$ cat src/rtl/wb_pkg.sv
// wb_pkg: shared write-back entry type and default buffer depth.
package wb_pkg;
  localparam int WB_DEPTH_DEFAULT = 2;
  typedef struct packed {
    logic [3:0]  loc;
    logic [31:0] data;
  } wb_entry_t;
endpackage

$ cat src/rtl/reg_access_executor.sv
// reg_access_executor: register-file write/read bundle between execute-side units and the register file.
interface reg_access_executor;
  logic [3:0]  write_loc;
  logic [31:0] write_data;
  logic        do_write;
  logic [31:0] read_data_1;
  logic [31:0] read_data_2;
  modport front (output write_loc, write_data, do_write, input read_data_1, read_data_2);
  modport back (input write_loc, write_data, do_write, output read_data_1, read_data_2);
endinterface

$ cat src/rtl/wb_fifo.sv
// wb_fifo: in-order write-back buffer; pops its head on every edge while non-empty.
module wb_fifo
  import wb_pkg::*;
#(
  parameter int DEPTH = WB_DEPTH_DEFAULT
) (
  input  logic                  clock,
  input  logic                  nreset,
  input  logic                  push,
  input  wb_entry_t             din,
  output wb_entry_t             head,
  output logic                  empty,
  output logic                  full,
  output wb_entry_t [DEPTH-1:0] ents,
  output logic      [DEPTH-1:0] vlds
);
  localparam int AW = $clog2(DEPTH);
  localparam int CW = AW + 1;
  logic [AW-1:0] head_q, head_d, tail_q, tail_d;
  logic [CW-1:0] count_q, count_d;
  wb_entry_t [DEPTH-1:0] mem_q, mem_d;
  logic pop, do_push;
  assign empty   = count_q == '0;
  assign full    = count_q == CW'(DEPTH);
  assign pop     = !empty;
  assign do_push = push && !full;
  always_comb begin
    mem_d = mem_q;
    if (do_push) mem_d[tail_q] = din;
    head_d  = pop ? head_q + 1'b1 : head_q;
    tail_d  = do_push ? tail_q + 1'b1 : tail_q;
    count_d = count_q + CW'(do_push) - CW'(pop);
    head    = empty ? '0 : mem_q[head_q];
    // entries listed oldest first so callers can pick the youngest match by scanning upward
    for (int i = 0; i < DEPTH; i++) begin
      ents[i] = mem_q[head_q + AW'(i)];
      vlds[i] = CW'(i) < count_q;
    end
  end
  always_ff @(posedge clock or negedge nreset) begin
    if (!nreset) begin
      head_q  <= '0;
      tail_q  <= '0;
      count_q <= '0;
      mem_q   <= '0;
    end else begin
      head_q  <= head_d;
      tail_q  <= tail_d;
      count_q <= count_d;
      mem_q   <= mem_d;
    end
  end
endmodule

$ cat src/rtl/wb_commit_unit.sv
// wb_commit_unit: buffers execute results and commits them to the register file in order.
// Optional WB_COMMIT_FORWARD_EN replaces the hazard flag with per-source forwarding outputs.
module wb_commit_unit
  import wb_pkg::*;
#(
  parameter int DEPTH = WB_DEPTH_DEFAULT
) (
  input  logic              clock,
  input  logic              nreset,
  input  logic              res_valid,
  output logic              res_ready,
  input  logic [3:0]        res_loc,
  input  logic [31:0]       res_data,
  reg_access_executor.front rf,
  input  logic [3:0]        chk_loc_1,
  input  logic [3:0]        chk_loc_2,
  output logic              hazard,
  output logic              idle
`ifdef WB_COMMIT_FORWARD_EN
  ,
  output logic              fwd_hit_1,
  output logic              fwd_hit_2,
  output logic [31:0]       fwd_data_1,
  output logic [31:0]       fwd_data_2
`endif
);
  wb_entry_t head;
  wb_entry_t [DEPTH-1:0] ents;
  logic [DEPTH-1:0] vlds;
  logic empty, full, push;
  logic unused_rd;
  assign res_ready     = !full;
  assign push          = res_valid && res_ready && res_loc != 4'd0;
  assign idle          = empty;
  assign rf.write_loc  = head.loc;
  assign rf.write_data = head.data;
  assign rf.do_write   = !empty;
  assign unused_rd     = ^{rf.read_data_1, rf.read_data_2};
  wb_fifo #(.DEPTH(DEPTH)) u_fifo (
    .clock (clock),
    .nreset(nreset),
    .push  (push),
    .din   ('{loc: res_loc, data: res_data}),
    .head  (head),
    .empty (empty),
    .full  (full),
    .ents  (ents),
    .vlds  (vlds)
  );
`ifdef WB_COMMIT_FORWARD_EN
  assign hazard = 1'b0;
  always_comb begin
    fwd_hit_1  = 1'b0;
    fwd_hit_2  = 1'b0;
    fwd_data_1 = '0;
    fwd_data_2 = '0;
    for (int i = 0; i < DEPTH; i++) begin
      if (vlds[i] && chk_loc_1 != 4'd0 && ents[i].loc == chk_loc_1) begin
        fwd_hit_1  = 1'b1;
        fwd_data_1 = ents[i].data;
      end
      if (vlds[i] && chk_loc_2 != 4'd0 && ents[i].loc == chk_loc_2) begin
        fwd_hit_2  = 1'b1;
        fwd_data_2 = ents[i].data;
      end
    end
  end
`else
  always_comb begin
    hazard = 1'b0;
    for (int i = 0; i < DEPTH; i++)
      if (vlds[i] && ((chk_loc_1 != 4'd0 && ents[i].loc == chk_loc_1) ||
                      (chk_loc_2 != 4'd0 && ents[i].loc == chk_loc_2)))
        hazard = 1'b1;
  end
`endif
endmodule

$ cat src/flat_wrapper.sv
// flat-port wrapper written by rule: the top's interface ports become plain ports
module wb_commit_unit_flat import wb_pkg::*;
#(
  parameter int DEPTH = WB_DEPTH_DEFAULT
)
  (clock, nreset, res_valid, res_ready, res_loc, res_data, chk_loc_1, chk_loc_2, hazard, idle, rf_write_loc, rf_write_data, rf_do_write, rf_read_data_1, rf_read_data_2);
  reg_access_executor rf_i ();
  input  logic clock;
  input  logic nreset;
  input  logic res_valid;
  output logic res_ready;
  input  logic [3:0] res_loc;
  input  logic [31:0] res_data;
  input  logic [3:0] chk_loc_1;
  input  logic [3:0] chk_loc_2;
  output logic hazard;
  output logic idle;
  output wire logic [$bits(rf_i.write_loc)-1:0] rf_write_loc;
  output wire logic [$bits(rf_i.write_data)-1:0] rf_write_data;
  output wire logic [$bits(rf_i.do_write)-1:0] rf_do_write;
  input wire logic [$bits(rf_i.read_data_1)-1:0] rf_read_data_1;
  input wire logic [$bits(rf_i.read_data_2)-1:0] rf_read_data_2;
  assign rf_write_loc = rf_i.write_loc;
  assign rf_write_data = rf_i.write_data;
  assign rf_do_write = rf_i.do_write;
  assign rf_i.read_data_1 = rf_read_data_1;
  assign rf_i.read_data_2 = rf_read_data_2;
  wb_commit_unit #(.DEPTH(DEPTH)) u_core (.clock(clock), .nreset(nreset), .res_valid(res_valid), .res_ready(res_ready), .res_loc(res_loc), .res_data(res_data), .rf(rf_i), .chk_loc_1(chk_loc_1), .chk_loc_2(chk_loc_2), .hazard(hazard), .idle(idle));
endmodule
$ cat config.mk
export PLATFORM = sky130hd
export DESIGN_NAME = wb_commit_unit_flat
export DESIGN_NICKNAME = d
export VERILOG_FILES = /design/src/rtl/wb_pkg.sv /design/src/rtl/reg_access_executor.sv /design/src/rtl/wb_fifo.sv /design/src/rtl/wb_commit_unit.sv /design/src/flat_wrapper.sv
export SDC_FILE = /design/constraint.sdc
export NUM_CORES = 1
export LEC_CHECK = 0
export CORE_MARGIN = 8
export CORE_UTILIZATION = 43
export DETAILED_ROUTE_END_ITERATION = 6
export PLACE_DENSITY = 0.89
export RECOVER_POWER = 25
export SLEW_MARGIN = 5
export SYNTH_ARGS = -nofsm -noshare
export SYNTH_HDL_FRONTEND = slang
export SYNTH_SLANG_ARGS = --single-unit
$ cat constraint.sdc
create_clock -name clock -period 2.3 [get_ports clock]
set_input_delay 0.46 -clock clock [delete_from_list [all_inputs] [get_ports clock]]
set_output_delay 0.46 -clock clock [all_outputs]
set_load 0.01 [all_outputs]
==> flow_metrics.env <==
export IMPL_fillers=646
export IMPL_synth_cell_types=24
export IMPL_p_total_uw=6470
export IMPL_yosysWarnings=0
export IMPL_holdCritPathClass="in -> async"
export IMPL_crit_fanout=2
export IMPL_cts_made_buffers=9
export IMPL_drt_first_pass_iters=4
export IMPL_row_count=33
export IMPL_finalWorstSetupSlack_ns=-0.163
export IMPL_yosysTopAreaCell="dfrtp_1"
export IMPL_violations="setup timing"
export IMPL_antennaDiodeCount=0
export IMPL_io_pins=151
export IMPL_place_ws_ns=-0.505
export IMPL_htree_levels=3
export IMPL_clock_latency_ns=0.34
export IMPL_grt_use_total_pct=16.1
export IMPL_required_ns=1.84
export IMPL_drt_total_wl_um=9120
export IMPL_final_common_cell="dfrtp_1"
export IMPL_cts_hold_fix_buffers=0
export IMPL_core_um2=8180
export IMPL_ys_seq_area_share_pct=52.5
export IMPL_synth_area_leaders="dfrtp_1, mux2_1, mux2i_1"
export IMPL_fin_setup_tns_ns=-0.163
export IMPL_ys_ff_latch=76
export IMPL_finalWorstPathRequiredPeriod_ns=2.46
export IMPL_final_cell_mix="dfrtp_1, mux2_1, clkdlybuf4s50_1"
export IMPL_ff2ff_path_depth=4
export IMPL_drive_above_1_share_pct=17.6
export IMPL_maxCapViolations=0
export IMPL_final_setup_skew_ns=0.00547
export IMPL_peakVddDrop_v=0.000559
export IMPL_worst_pin_slew_ns=0.965
export IMPL_fp_dieH_um=108
export IMPL_finalCritPeriodShare_pct=107
export IMPL_io_buffers=86
export IMPL_relSlewSlack_pct=35.6
export IMPL_vias=2581
export IMPL_outcome="finished, violations left"
export IMPL_cellPowerDensity_nw_per_um2=1260
export IMPL_drc=0
export IMPL_syn_nets=391
export IMPL_syn_area_um2=3620
export IMPL_worstPathArrival_ns=2.00
export IMPL_antenna_found_initial=0
export IMPL_rsz0062_at_grt="true"
export IMPL_layout_nets=505
export IMPL_cp_start_kind="input port"
export IMPL_fin_area_um2=5120
export IMPL_overflow=0
export IMPL_grt_max_degree=41
export IMPL_area_growth_syn_to_layout_pct=41.5
export IMPL_setup_viol=1
export IMPL_end_kind="output port"
export IMPL_grt_pass1_wl_um=14800
export IMPL_first_global_vias=2954
export IMPL_worstSetupPathType="in -> out"
export IMPL_stdcell_count=503
export IMPL_dpl_cell_area_um2=4770
export IMPL_initial_core_util_pct=44.3
export IMPL_power_leakage_uw=0.00233
export IMPL_cts_path_max_buffers=2
export IMPL_fmax_mhz=406
export IMPL_postSynthAreaPerCell_um2=12.9
export IMPL_clkSinkCount=76
export IMPL_viasPerCell=5.13
export IMPL_detail_route_iter0_violations=31
export IMPL_dp_hpwl_um=5870
export IMPL_syn_inst=280
export IMPL_tritoncts="done"
export IMPL_clk_pin_slew_ns=0.08
export IMPL_gp_congestion=0.861
export IMPL_final_max_slew_viol_count=0
export IMPL_die_w_um=108
export IMPL_wl_per_cell_um=18.1
export IMPL_final_hold_violation_count=0
export IMPL_ant_nets=0
export IMPL_clock_root_buffer="clkbuf_8"
export IMPL_die_area_um2=11600
export IMPL_synth_top_cell_area_share_pct=52.5
export IMPL_place_inst=482
[cell usage after synthesis, drive strengths merged]
master  count
a21oi       2
a31oi       2
a41o        1
and2        1
buf        14
clkbuf      2
dfrtp      76
inv         1
mux2       72
mux2i      40
nand2       2
nand2b      1
nand3       2
nor2       37
nor2b       2
nor3        4
nor4        1
o41ai       1
or4         1
xnor2       9
xor2        9
[area by class of cell]
type                    count  area (um^2)  area share [%]
repair buffers            118         1150            22.5
flip-flops and latches     76         1900            37.1
clock inverters             6         41.3           0.806
well taps                 105          131            2.56
inverters                   1         3.75          0.0733
clock buffers               9          124            2.42
multi-input cells         188         1770            34.5
[cells by family after synthesis]
| group | share of synthesized area (%) |
|---|---|
| AOI/OAI and AO/OA | 1.35 |
| muxes | 33.4 |
| DFF | 52.5 |
| buffers and inverters | 2.35 |
| xor gates and xnor gates | 4.35 |
| and+or+nand+nor | 6.01 |
[metal layers]
layer,part of all wire (%),global-route usage (%),vias up
li1,-,-,1199
met1,43,18.8,1309
met2,50,26.8,64
met3,5.7,5.45,9
met4,0.87,5.75,0
met5,0,0,-
[per-stage QoR]
step / utilization [%] / hold WS, ns
floorplan: - / 0.164
global placement: 58.4 / 0.458
detailed placement: 58.4 / 0.468
CTS: 61.6 / 0.0889
finish: 62.7 / 0.259
global route: 62.7 / 0.333
[report_power, final]
part / internal, uW / total, uW / switching (uW)
Clock: 385 / 873 / 488
Sequential: 2000 / 2430 / 430
Combinational: 1760 / 3160 / 1400
Total: 4140 / 6470 / 2320
[worst paths after layout]
check	startpoint	endpoint	slack [ns]
min in group clock	u_core.u_fifo.mem_q[22]	u_core.u_fifo.mem_q[22]	0.49
worst min register to register	u_core.u_fifo.mem_q[22]	u_core.u_fifo.mem_q[22]	0.49
max in group asynchronous	nreset	u_core.u_fifo.head_q	0.53
worst max register to register	u_core.u_fifo.count_q[1]	u_core.u_fifo.mem_q[31]	0.44
worst max-delay path	chk_loc_2[1]	hazard	-0.16
worst min-delay path	nreset	u_core.u_fifo.mem_q[39]	0.26
[worst max-delay path, cell delays in order]
cell	delay, ns
clkdlybuf4s50_1	0.43
or4_1	0.56
a41o_1	0.25
a21oi_1	0.11
a21oi_1	0.05
buf_2	0.15
[flip-flops by register name, indices dropped and copies added (netlist names)]
name                   count
u_core.u_fifo.mem_q       72
u_core.u_fifo.count_q      2
u_core.u_fifo.head_q       1
u_core.u_fifo.tail_q       1
[what timing repair did]
action	CTS	global route
setup buffers	4	1
pin swaps	4	1
gates cloned	2	2
resized for setup	61	11
endpoints found under the setup margin	66	33
No activity file was read; power rests on OpenSTA's default activity.
